`src/rtl/mcpt_pkg.sv`:
```
// Shared types, default sizes and the arm-level helper for the multi-channel pulse trigger.
package mcpt_pkg;

  localparam int DEF_DW  = 14;
  localparam int DEF_NCH = 2;

  typedef enum logic [1:0] {DISARMED, ARMED, HOLDOFF} ch_state_e;

  // Level the signal must return past before a channel may fire again.
  // Callers pass sign-extended operands and truncate the result to DW+1 bits.
  function automatic logic signed [31:0] arm_level(input logic signed [31:0] thr,
                                                   input logic [31:0]        hyst,
                                                   input logic               pos);
    return pos ? (thr - $signed(hyst)) : (thr + $signed(hyst));
  endfunction

endpackage

```
`src/rtl/pulse_trig_channel.sv`:
```
// One trigger channel: registered sample, DW+1-bit comparators, arm/fire/holdoff FSM.
module pulse_trig_channel
  import mcpt_pkg::*;
#(
  parameter int DW        = DEF_DW,
  parameter int HOLDOFF_W = 16
) (
  input  logic                 clk_i,
  input  logic                 rst_ni,
  input  logic                 en_i,
  input  logic [DW-1:0]        sample_i,
  input  logic [DW-1:0]        thr_i,
  input  logic [DW-1:0]        hyst_i,
  input  logic                 pol_i,
  input  logic [HOLDOFF_W-1:0] holdoff_i,
  output logic                 trig_o
);

  ch_state_e             state_q;
  logic [DW-1:0]         sample_q;
  logic                  valid_q;
  logic [HOLDOFF_W-1:0]  hold_q;
  logic                  trig_q;

  logic signed [DW:0]    x_ext;
  logic signed [DW:0]    thr_ext;
  logic signed [DW:0]    arm_lvl;
  logic                  arm_side;
  logic                  fire_side;

  always_comb begin
    x_ext     = (DW+1)'($signed(sample_q));
    thr_ext   = (DW+1)'($signed(thr_i));
    arm_lvl   = (DW+1)'(arm_level(32'(thr_ext), 32'(hyst_i), pol_i));
    arm_side  = pol_i ? (x_ext <= arm_lvl) : (x_ext >= arm_lvl);
    fire_side = pol_i ? (x_ext > thr_ext) : (x_ext < thr_ext);
  end

  // valid_q keeps the reset value of sample_q from arming the channel after reset.
  always_ff @(posedge clk_i or negedge rst_ni) begin
    if (!rst_ni) begin
      state_q  <= DISARMED;
      sample_q <= '0;
      valid_q  <= 1'b0;
      hold_q   <= '0;
      trig_q   <= 1'b0;
    end else begin
      sample_q <= sample_i;
      valid_q  <= 1'b1;
      trig_q   <= 1'b0;
      if (!en_i) begin
        state_q <= DISARMED;
        hold_q  <= '0;
      end else if (valid_q) begin
        case (state_q)
          DISARMED: if (arm_side) state_q <= ARMED;
          ARMED: begin
            if (fire_side) begin
              state_q <= HOLDOFF;
              hold_q  <= holdoff_i;
              trig_q  <= 1'b1;
            end
          end
          HOLDOFF: begin
            if (hold_q == '0) state_q <= DISARMED;
            else              hold_q  <= hold_q - HOLDOFF_W'(1);
          end
          default: state_q <= DISARMED;
        endcase
      end
    end
  end

  assign trig_o = trig_q;

endmodule

```
`src/rtl/multi_channel_pulse_trigger.sv`:
```
// N-channel threshold trigger with OR/coincidence combiner, aligned data delay and event counter.
module multi_channel_pulse_trigger
  import mcpt_pkg::*;
#(
  parameter int DW        = DEF_DW,
  parameter int NCH       = DEF_NCH,
  parameter int HOLDOFF_W = 16,
  parameter int COINC_W   = 8,
  parameter int CNT_W     = 32
) (
  input  logic                 adc_clk,
  input  logic                 adc_rstn,
  input  logic [NCH*DW-1:0]    adc_dat_i,
  input  logic [NCH*DW-1:0]    threshold,
  input  logic [NCH*DW-1:0]    hysteresis,
  input  logic [NCH-1:0]       polarity,
  input  logic [NCH-1:0]       ch_en,
  input  logic [HOLDOFF_W-1:0] holdoff,
  input  logic                 coinc_mode,
  input  logic [COINC_W-1:0]   coinc_win,
  input  logic                 cnt_clr,
  output logic [NCH-1:0]       trig_ch,
  output logic                 trig_any,
  output logic [NCH*DW-1:0]    adc_dat_o,
  output logic [CNT_W-1:0]     event_cnt
);

  localparam int DLY = 3;

  logic [NCH*DW-1:0]  dly_q [DLY];
  logic [COINC_W-1:0] stretch_q [NCH];
  logic               trig_any_q;
  logic [CNT_W-1:0]   cnt_q;

  logic [NCH-1:0]     fire;
  logic [NCH-1:0]     recent;
  logic               coinc_hit;
  logic               any_d;

  for (genvar gi = 0; gi < NCH; gi++) begin : g_ch
    pulse_trig_channel #(
      .DW        (DW),
      .HOLDOFF_W (HOLDOFF_W)
    ) u_ch (
      .clk_i     (adc_clk),
      .rst_ni    (adc_rstn),
      .en_i      (ch_en[gi]),
      .sample_i  (adc_dat_i[gi*DW +: DW]),
      .thr_i     (threshold[gi*DW +: DW]),
      .hyst_i    (hysteresis[gi*DW +: DW]),
      .pol_i     (polarity[gi]),
      .holdoff_i (holdoff),
      .trig_o    (trig_ch[gi])
    );
  end

  always_comb begin
    fire = trig_ch & ch_en;
    for (int k = 0; k < NCH; k++) recent[k] = fire[k] || (stretch_q[k] != '0);
    coinc_hit = (|ch_en) && (&(recent | ~ch_en)) && (|fire);
    any_d     = coinc_mode ? coinc_hit : (|fire);
  end

  // Stretch counters only run in coincidence mode, so a mode change always starts them from 0.
  always_ff @(posedge adc_clk or negedge adc_rstn) begin
    if (!adc_rstn) begin
      for (int k = 0; k < NCH; k++) stretch_q[k] <= '0;
    end else begin
      for (int k = 0; k < NCH; k++) begin
        if (!coinc_mode || coinc_hit || !ch_en[k]) stretch_q[k] <= '0;
        else if (fire[k])                          stretch_q[k] <= coinc_win;
        else if (stretch_q[k] != '0)               stretch_q[k] <= stretch_q[k] - COINC_W'(1);
      end
    end
  end

  always_ff @(posedge adc_clk or negedge adc_rstn) begin
    if (!adc_rstn) begin
      trig_any_q <= 1'b0;
      cnt_q      <= '0;
      for (int i = 0; i < DLY; i++) dly_q[i] <= '0;
    end else begin
      trig_any_q <= any_d;
      if (cnt_clr)                         cnt_q <= '0;
      else if (trig_any_q && cnt_q != '1) cnt_q <= cnt_q + CNT_W'(1);
      dly_q[0] <= adc_dat_i;
      for (int i = 1; i < DLY; i++) dly_q[i] <= dly_q[i-1];
    end
  end

  assign trig_any  = trig_any_q;
  assign event_cnt = cnt_q;
  assign adc_dat_o = dly_q[DLY-1];

endmodule

```
`config.mk`:
```
export PLATFORM = sky130hd
export DESIGN_NAME = multi_channel_pulse_trigger
export DESIGN_NICKNAME = d
export VERILOG_FILES = /design/src/rtl/mcpt_pkg.sv /design/src/rtl/pulse_trig_channel.sv /design/src/rtl/multi_channel_pulse_trigger.sv
export SDC_FILE = /design/constraint.sdc
export NUM_CORES = 1
export LEC_CHECK = 0
export CORE_MARGIN = 5
export CORE_UTILIZATION = 50
export CTS_CLUSTER_DIAMETER = 80
export DETAILED_ROUTE_END_ITERATION = 8
export HOLD_SLACK_MARGIN = 0.06
export PLACE_DENSITY = 0.84
export SLEW_MARGIN = 40
export SYNTH_ARGS = -nofsm -noshare
export SYNTH_HDL_FRONTEND = slang
export SYNTH_HIERARCHICAL = 1
export SYNTH_SLANG_ARGS = --single-unit
export TNS_END_PERCENT = 30
```
`constraint.sdc`:
```
create_clock -name adc_clk -period 2.4 [get_ports adc_clk]
set_clock_uncertainty 0.15 [all_clocks]
set_input_delay 0.36 -clock adc_clk [delete_from_list [all_inputs] [get_ports adc_clk]]
set_output_delay 0.36 -clock adc_clk [all_outputs]
set_load 0.005 [all_outputs]
```
==> run_results.csv, run 1 <==
group,metric,value,unit
synth,yosysUniqueCellTypes,72,
clock_network,cts_root_buffer,"clkbuf_16",
setup_path,critPathArrivalTime,4.20,ns
timing,slew_headroom,61.2,%
detailed_routing,drcViolationCount,0,
place,place.gp.congestion,0.914,
power,cellPowerDensity,694,nW/µm²
timing,setup_slack,-1.48,ns
final_layout,drive_above_1_share,30.0,%
clock_network,h-tree-depth,1,
setup_path,crit_chain,"buf_6 -> buf_6 -> buf_6 -> nor3_4 -> nor2_1 -> xnor2_1 -> ha_1 -> a21oi_2 -> o21bai_1 -> a31o_2 -> a41oi_2 -> buf_4 -> o31ai_4 -> a21oi_2 -> xnor2_1 -> ha_1 -> nand4_1 -> nor2_2 -> a21oi_1 -> xnor2_1 -> a2111oi_2 -> o31a_1",
power,peakVddDrop,0.000569,V
synth,synth_area,11700,µm²
setup_path,r2r_cells,11,
timing,min_period_over_period,162,%
clock_network,clock_sinks,201,
detailed_routing,dr.first_iter.drc_count,972,
place,hpwl,22800,µm
power,power.leakage,7.87,nW
detailed_routing,first_pass_iters,6,
grt,grt_max_degree,56,
synth,synth_nets,1416,
setup_path,critPathTopFamily,"compound AO/OA/AOI/OAI gates",
final_layout,area_delta_synth_final,48.3,%
die,start_util,51.2,%
setup_path,endpoint_kind,"flop",
grt,antenna_found_initial,1,
timing,fin_crit,3.88,ns
synth,yosys.area_share.xor_xnor,6.01,%
synth,yosysSeqAreaShare,43.1,%
clock_network,worstSkewPairLatency,0.52,ns
final_layout,multi_input_area,6830,µm²
final_layout,seq_area,5030,µm²
synth,async_reset_ff_share,100,%
die,die_y,163,µm
timing,rsz0062_at_grt,"true",
clock_network,numCtsBuffers,24,
detailed_routing,wl,35600,µm
setup_path,critPathMaxFanout,3,
clock_network,cts_buffer_depth,3,
setup_path,crit_slowest_cell,"a2111oi_2",
synth,postSynthRegisterBits,201,
synth,synth_top_family_by_area,"compound AO/OA/AOI/OAI gates",
outcome,status,"complete, but fails checks",
timing,worstMarginPinSlew,0.582,ns
final_layout,n_fill_cell,1386,
synth,synth_top_area_share,43.1,%
synth,yosys.area.top_type,"dfrtp_1",
setup_path,crit_cells,22,
timing,max_freq,0.257,GHz
synth,synth_edf_count,0,
job,cap_violations,0,
setup_path,required,2.72,ns
detailed_routing,routedWlPerCell,18.4,µm
clock_network,clk_pin_slew,0.07,ns
timing,hold_violations,0,
synth,yosys-top-cells-area,"dfrtp_1, ha_1, a21oi_1, nor2_1, xnor2_1",
setup_path,path_class,"in -> reg",
die,rows,55,
timing,setup_violations,35,
place,pre_cts_slack,-2.31,ns
grt,grt_pass1_vias,11400,
outcome,violations,"setup timing",
final_layout,layout.nets,1818,
hold_path,hold_depth,1,
setup_path,critPathBufInv,4,
die,ios,179,
clock_network,cts_tree,"done",
synth,synthSimpleGateAreaFrac,16.8,%
die,coreArea,22800,µm²
setup_path,start_kind,"primary input",
place,numPortBuffers,178,
grt,grt_usage,24.8,%
synth,synth_compound_area_share,16.8,%
timing,finalMaxSlewViolations,0,
grt,overflow,0,
die,die_w,163,µm
synth,muxShareOfSynthArea,0.751,%
detailed_routing,vias,11000,
synth,ys.flop_type,"dfrtp_1",
setup_path,max_stage_delay,0.38,ns
grt,grt_pass1_wl,54800,µm
die,dieArea,26500,µm²
hold_path,holdCritPathClass,"in -> reg",
synth,synth_fa_ha_area_share,10.5,%
timing,fin_setup_tns,-11.67,ns
synth,synthCells,1203,
synth,ys_warn_count,6,
detailed_routing,ant_nets,0,
detailed_routing,avgViaCountPerCell,5.68,
synth,avgSynthCellArea,9.69,µm²
[registers in the layout, summed over array words and instances, names as in the netlist, 4 cells and up]
name,flops
g_ch.u_ch/hold_q,32
dly_q,56
stretch_q,16
g_ch.u_ch/state_q,4
g_ch.u_ch/sample_q,28
event_cnt,32
adc_dat_o,28
[metal layers]
layer  global-route usage [%]  vias up  routed length [µm]
li1                         -     5068                   -
met1                     31.2     5317               14000
met2                     44.3      496               17900
met3                     4.00      130                2340
met4                     6.98        0                1370
met5                        0        -                   0
[layout by cell type, fill, tap and decap left out, drive strengths merged, types with 22 or more instances in the layout]
master and instances:
a21o 22, a21oi 108, buf 262, clkbuf 29
clkdlybuf4s50 137, dfrtp 201, dlygate4sd2 23, ha 95
inv 87, nand2 64, nand3 38, nand4 24
nor2 132, nor3 29, o21ai 59, xnor2 52
xor2 28
[final timing paths]
path	to	from	slack (ns)
setup / recovery	g_ch[1].u_ch/state_q[0]	hysteresis[14]	-1.48
hold / removal	dly_q[81]	adc_dat_i[25]	0.17
setup reg to reg	g_ch[0].u_ch/hold_q[15]	g_ch[0].u_ch/sample_q[13]	-0.41
hold reg to reg	adc_dat_o[2]	dly_q[30]	0.19
max in group asynchronous	g_ch[0].u_ch/sample_q[10]	adc_rstn	1.20
min in group asynchronous	event_cnt[25]	adc_rstn	0.23
[final cells by class]
cell class	instances	area share, %
clock buffers	27	3.60
inverters	84	1.82
multi-input cells	862	39.5
flip-flops and latches	201	29.1
clock inverters	17	1.30
repair buffers	432	22.4
diodes	1	0.0145
well taps	313	2.27
[cell families after synthesis]
logic type,after synthesis
AOI/OAI and AO/OA,296
xor gates and xnor gates,80
adders and majority gates,97
buffers and inverters,140
DFF,201
muxes,8
other,2
and+or+nand+nor,379
[synth_stat cells, drive strengths merged, types with 3 or more instances]
cell type	count
nand2b	17
nor3	29
ha	95
o21ai	59
or2	13
and4	5
inv	84
a211oi	18
a311oi	5
a22oi	4
o2111ai	5
a31oi	16
nand4	24
nor4b	5
clkbuf	16
nor2	132
a21oi	108
nand3	38
o221a	4
buf	38
and2	5
o211ai	7
o31ai	14
nor4	14
a41oi	3
nand2	64
xnor2	52
or3	9
xor2	28
a2111oi	4
o21bai	10
mux2i	8
dfrtp	201
or4	4
a41o	3
and3	10
nor3b	6
a21o	22
[where the power goes]
part	total [mW]	switching, mW	internal, mW
registers	3.87	0.223	3.65
logic	4.29	2.12	2.18
clock network	3.84	1.51	2.33
total	12.0	3.85	8.15
[timing repair]
action / 4_1_cts / 5_1_grt
cloned: 5 / 0
pin swaps: 126 / 75
gates resized for setup: 180 / 81
setup buffers: 37 / 14
hold buffers: 1 / 0
endpoints found under the hold margin: 50 / 0
endpoints found under the setup margin: 37 / 38
[stage by stage]
step / util, % / instances / instance area (µm²) / hold WS, ns / power (mW)
floorplan: - / 1203 / 11900 / -0.0856 / 5.98
global placement: 66.6 / 1836 / 15200 / 0.181 / 7.18
detailed placement: 66.6 / 1836 / 15200 / 0.185 / 7.35
CTS: 73.9 / 1923 / 16800 / 0.143 / 11.6
global route: 75.9 / 1937 / 17300 / 0.143 / 12.6
finish: 75.9 / 1937 / 17300 / 0.167 / 12.0
No activity file was read; power rests on OpenSTA's default activity.
==> run 2, diff against run 1 <==
--- a/config.mk
+++ b/config.mk
@@ -5,8 +5,10 @@
 export SDC_FILE = /design/constraint.sdc
 export NUM_CORES = 1
 export LEC_CHECK = 0
+export ABC_AREA = 0
 export CORE_MARGIN = 5
 export CORE_UTILIZATION = 50
+export CTS_BUF_LIST = sky130_fd_sc_hd__clkbuf_16
 export CTS_CLUSTER_DIAMETER = 80
 export DETAILED_ROUTE_END_ITERATION = 8
 export HOLD_SLACK_MARGIN = 0.06
==> run 2 against run 1 <==
  * The flow still finishes with violations (setup timing)
  * Fmax about the same
  * Critical endpoint unchanged
  * Largest power group unchanged
  * Final cell count unchanged
  * Via count increased by 0.21%
==> run_results.csv, run 2 (synthesis results as in run 1) <==
group,metric,value,unit
outcome,status,"complete, but fails checks",
outcome,violations,"setup timing",
timing,setup_violations,35,
detailed_routing,wl,35800,µm
clock_network,cts_buffer_depth,3,
final_layout,layout.nets,1818,
setup_path,critPathBufInv,4,
detailed_routing,ant_nets,0,
die,die_w,163,µm
clock_network,cts_tree,"done",
setup_path,r2r_end,"g_ch[0].u_ch/hold_q[15]",
grt,grt_usage,24.9,%
final_layout,final_cell_mix,"buf_4, dfrtp_1, clkdlybuf4s50_1, nor2_1, a21oi_1",
grt,grt_pass1_wl,54900,µm
detailed_routing,drcViolationCount,0,
timing,finalMaxSlewViolations,0,
final_layout,top_register,"dly_q",
die,ios,179,
die,dieArea,26500,µm²
detailed_routing,dr.first_iter.drc_count,849,
hold_path,hold_depth,1,
power,power.leakage,7.87,nW
die,rows,55,
clock_network,worstSkewPairLatency,0.53,ns
final_layout,area_delta_synth_final,48.2,%
grt,grt_pass1_vias,11400,
grt,grt_max_degree,56,
setup_path,critPathTopFamily,"compound AO/OA/AOI/OAI gates",
final_layout,drive_above_1_share,29.9,%
power,cellPowerDensity,692,nW/µm²
place,numPortBuffers,178,
clock_network,h-tree-depth,1,
final_layout,mostFrequentLayoutCell,"buf_4",
detailed_routing,avgViaCountPerCell,5.70,
detailed_routing,first_pass_iters,5,
place,hpwl,22800,µm
setup_path,r2r_slack,-0.40,ns
die,die_y,163,µm
setup_path,r2r_cells,11,
final_layout,largest_register_ff_count,56,
setup_path,crit_slowest_cell,"a2111oi_2",
setup_path,start_kind,"primary input",
place,place.gp.congestion,0.914,
final_layout,n_fill_cell,1387,
timing,whs,0.164,ns
final_layout,final_cell_area,17300,µm²
grt,antenna_found_initial,1,
timing,min_period_over_period,162,%
timing,worstMarginPinSlew,0.581,ns
clock_network,clk_pin_slew,0.07,ns
setup_path,endpoint_kind,"flop",
setup_path,crit_chain,"buf_6 -> buf_6 -> buf_6 -> nor3_4 -> nor2_1 -> xnor2_1 -> ha_1 -> a21oi_2 -> o21bai_1 -> a31o_2 -> a41oi_2 -> buf_4 -> o31ai_4 -> a21oi_2 -> xnor2_1 -> ha_1 -> nand4_1 -> nor2_2 -> a21oi_1 -> xnor2_1 -> a2111oi_2 -> o31a_1",
place,place_area,15200,µm²
setup_path,max_stage_delay,0.39,ns
hold_path,holdCritPathClass,"in -> reg",
grt,overflow,0,
die,start_util,51.2,%
clock_network,clock_sinks,201,
detailed_routing,routedWlPerCell,18.5,µm
power,peakVddDrop,0.000570,V
hold_path,min_to,"dly_q[81]",
timing,slew_headroom,61.2,%
hold_path,min_from,"adc_dat_i[25]",
detailed_routing,vias,11000,
setup_path,reg2reg_from,"g_ch[0].u_ch/sample_q[13]",
setup_path,critPathArrivalTime,4.21,ns
timing,rsz0062_at_grt,"true",
timing,fin_crit,3.89,ns
setup_path,required,2.72,ns
timing,setup_slack,-1.49,ns
job,cap_violations,0,
timing,max_freq,0.257,GHz
setup_path,path_class,"in -> reg",
clock_network,numCtsBuffers,24,
setup_path,critPathMaxFanout,3,
die,coreArea,22800,µm²
timing,hold_violations,0,
clock_network,cts_root_buffer,"clkbuf_16",
run 2: cell types whose count changed in the layout (fill, tap and decap cells not counted), sizes merged:
cell	delta
inv	+2
clkinv	+1
clkbuf	-3
run 2: worst reg2reg max path, stage by stage (launching register included):
cell,delay (ns)
dfrtp_1,0.44
ha_4,0.33
nand4_1,0.17
buf_4,0.19
buf_4,0.13
o31ai_2,0.24
mux2i_2,0.14
a31oi_4,0.30
clkbuf_16,0.21
buf_6,0.11
mux2i_1,0.18
a21oi_1,0.08
run 2: worst max-delay path by stage:
stage              startpoint  slack, ns  depth (start not counted)                       to
2_1_floorplan     polarity[0]      -1.49                         20  g_ch[0].u_ch/state_q[0]
3_3_place_gp   hysteresis[14]      -2.14                         21  g_ch[1].u_ch/state_q[0]
3_5_place_dp    hysteresis[0]      -2.31                         21  g_ch[0].u_ch/state_q[0]
4_1_cts           polarity[0]      -1.35                         20  g_ch[0].u_ch/state_q[0]
5_1_grt        hysteresis[15]      -1.67                         21  g_ch[1].u_ch/state_q[0]
6_report       hysteresis[14]      -1.49                         22  g_ch[1].u_ch/state_q[0]
run 2: final cells by class:
type | count | area [µm²] | area share (%)
Multi-Input combinational cell | 862 | 6830 | 39.5
Sequential cell | 201 | 5030 | 29.1
Inverter | 84 | 315 | 1.83
Tap cell | 313 | 392 | 2.27
Clock buffer | 24 | 601 | 3.48
Antenna cell | 1 | 2.50 | 0.0145
Clock inverter | 20 | 235 | 1.36
Timing Repair Buffer | 432 | 3870 | 22.4
run 2: power breakdown:
part | internal, mW | switching (mW) | leakage, nW
combinational | 2.18 | 2.12 | 4.95
clock | 2.29 | 1.51 | 0.407
sequential | 3.65 | 0.223 | 2.52
run 2: stage by stage:
stage | std cells | setup TNS [ns] | worst slack [ns] | util (%) | total power [mW]
final | 1937 | -11.66 | -1.49 | 75.8 | 12.0
after floorplan | 1203 | -3.78 | -1.49 | - | 5.98
after global routing | 1937 | -15.91 | -1.67 | 75.8 | 12.6
after global placement | 1836 | -31.98 | -2.14 | 66.6 | 7.18
after CTS | 1923 | -10.05 | -1.35 | 73.9 | 11.6
after detailed placement | 1836 | -33.83 | -2.31 | 66.6 | 7.35
run 2: routing by layer:
layer | routed length (µm) | GRT usage (%)
met5 | 0 | 0
met4 | 1440 | 7.21
met3 | 2410 | 4.07
met2 | 17900 | 44.4
met1 | 14000 | 31.2
run 2: repair_timing:
item                                    CTS  global route
setup buffers                            37            14
endpoints found under the hold margin    50             0
gates resized for setup                 180            81
pin swaps                               126            75
cloned                                    5             0
hold buffers                              1             0
endpoints found under the setup margin   37            38
==> run 3, diff against run 2 <==
--- a/config.mk
+++ b/config.mk
@@ -13,6 +13,7 @@
 export DETAILED_ROUTE_END_ITERATION = 8
 export HOLD_SLACK_MARGIN = 0.06
 export PLACE_DENSITY = 0.84
+export SETUP_SLACK_MARGIN = 0.5
 export SLEW_MARGIN = 40
 export SYNTH_ARGS = -nofsm -noshare
 export SYNTH_HDL_FRONTEND = slang
==> run 3 against run 2 <==
  * The run still ends with setup timing left
  * Combinational power is 6.8% higher
  * Critical path depth is 1 lower
  * Register-to-register slack hardly changed
  * Via count is 3.0% higher
  * Highest routed layer unchanged
==> run_results.csv, run 3 (synthesis results as in run 1) <==
group,metric,value,unit
outcome,status,"complete, but fails checks",
outcome,violations,"setup timing",
final_layout,largest_register_ff_count,56,
final_layout,final_cell_area,17800,µm²
detailed_routing,routedWlPerCell,19.5,µm
power,peakVddDrop,0.000523,V
timing,worstMarginPinSlew,0.731,ns
place,place_area,15200,µm²
clock_network,h-tree-depth,1,
power,cellPowerDensity,674,nW/µm²
setup_path,start_kind,"primary input",
final_layout,mostFrequentLayoutCell,"buf_4",
detailed_routing,wl,38000,µm
final_layout,antenna_cells,0,
grt,grt_pass1_vias,11800,
setup_path,path_class,"in -> reg",
power,power.leakage,8.17,nW
timing,fin_crit,4.00,ns
die,die_w,163,µm
setup_path,reg2reg_from,"g_ch[0].u_ch/hold_q[9]",
clock_network,clock_sinks,201,
setup_path,crit_path_frequent_cell,"buf_4",
grt,grt_usage,26.7,%
setup_path,crit_slowest_cell,"a2111oi_4",
timing,setup_slack,-1.60,ns
job,cap_violations,0,
setup_path,required,2.68,ns
detailed_routing,avgViaCountPerCell,5.84,
die,dieArea,26500,µm²
grt,antenna_found_initial,0,
clock_network,cts_root_buffer,"clkbuf_16",
detailed_routing,vias,11400,
setup_path,max_stage_delay,0.41,ns
place,place.gp.congestion,0.856,
place,pre_cts_slack,-2.62,ns
setup_path,timing.critical_path.from,"hysteresis[2]",
final_layout,fin_util,78.0,%
grt,grt_pass1_wl,58200,µm
hold_path,holdCritPathClass,"reg -> reg",
detailed_routing,drcViolationCount,0,
timing,max_freq,0.250,GHz
final_layout,n_fill_cell,1279,
die,ios,179,
die,die_y,163,µm
timing,hold_violations,0,
timing,slew_headroom,51.1,%
die,coreArea,22800,µm²
setup_path,critPathBufInv,5,
timing,whs,0.187,ns
final_layout,layout.nets,1829,
hold_path,min_from,"dly_q[47]",
clock_network,cts_tree,"done",
grt,grt_max_degree,66,
place,hpwl,23400,µm
setup_path,critPathMaxFanout,2,
detailed_routing,ant_nets,0,
timing,setup_violations,38,
final_layout,top_register,"dly_q",
grt,overflow,0,
clock_network,worstSkewPairLatency,0.50,ns
die,rows,55,
die,start_util,51.2,%
setup_path,critPathTopFamily,"compound AO/OA/AOI/OAI gates",
power,total_power,12.0,mW
final_layout,drive_above_1_share,36.2,%
timing,finalMaxSlewViolations,0,
setup_path,crit_chain,"buf_2 -> buf_4 -> nor3_2 -> nor2_1 -> xnor2_1 -> ha_1 -> buf_4 -> a21oi_2 -> o21ai_1 -> a41o_1 -> buf_6 -> o31ai_4 -> a211oi_2 -> ha_1 -> buf_4 -> nand4_1 -> nor2_2 -> a21oi_2 -> xnor2_2 -> a2111oi_4 -> o31a_1",
clock_network,clk_pin_slew,0.07,ns
setup_path,endpoint_kind,"flop",
detailed_routing,dr.first_iter.drc_count,1140,
clock_network,cts_buffer_depth,3,
setup_path,critPathArrivalTime,4.28,ns
place,numPortBuffers,178,
timing,rsz0062_at_grt,"true",
timing,min_period_over_period,167,%
final_layout,area_delta_synth_final,52.3,%
clock_network,numCtsBuffers,22,
detailed_routing,first_pass_iters,5,
final_layout,final_cell_mix,"buf_4, dfrtp_1, nor2_1, clkdlybuf4s50_1, inv_1",
## run 3: path summary, 6_finish.rpt
check                                               end  cells past startpoint  slack, ns
min in group asynchronous                 event_cnt[18]                      2       0.22
worst max register to register  g_ch[0].u_ch/hold_q[11]                     10      -0.40
worst max-delay path            g_ch[0].u_ch/state_q[0]                     21      -1.60
max in group asynchronous                 event_cnt[16]                      3       1.12
worst min register to register            adc_dat_o[19]                      0       0.19
worst min-delay path                      adc_dat_o[19]                      0       0.19
## run 3: where the power goes
part | internal, mW | total (mW) | switching, mW | leakage [nW]
registers | 3.65 | 3.91 | 0.266 | 2.48
clock network | 2.08 | 3.48 | 1.41 | 0.365
logic | 2.32 | 4.58 | 2.26 | 5.33
total | 8.04 | 12.0 | 3.93 | 8.17
## run 3: timing repair
item | 4_1_cts | 5_1_grt
gates resized for setup | 321 | 120
cloned | 5 | 0
hold buffers | 1 | 0
endpoints found under the setup margin | 109 | 97
hold endpoints to repair | 47 | 0
setup buffers | 45 | 13
pin swaps | 225 | 174
## run 3: layer usage
layer  GRT usage (%)  wire length [µm]  vias up
li1                -                 -     5087
met1            32.1             14400     5591
met2            48.6             19600      543
met3            3.97              2390      143
met4            9.11              1600        0
met5               0                 0        -
## run 3: area by class of cell
cell class | instances | area, µm² | area share, %
Clock buffer | 23 | 576 | 3.24
Timing Repair Buffer | 444 | 3960 | 22.3
Sequential cell | 201 | 5060 | 28.5
Tap cell | 313 | 392 | 2.21
Inverter | 84 | 315 | 1.78
Clock inverter | 17 | 174 | 0.979
Multi-Input combinational cell | 863 | 7280 | 41.0
## run 3: per-stage QoR
step / TNS [ns] / instances
2_1_floorplan: -3.60 / 1203
3_3_place_gp: -32.48 / 1841
3_5_place_dp: -34.91 / 1841
4_1_cts: -9.47 / 1932
5_1_grt: -17.30 / 1945
6_report: -13.12 / 1945
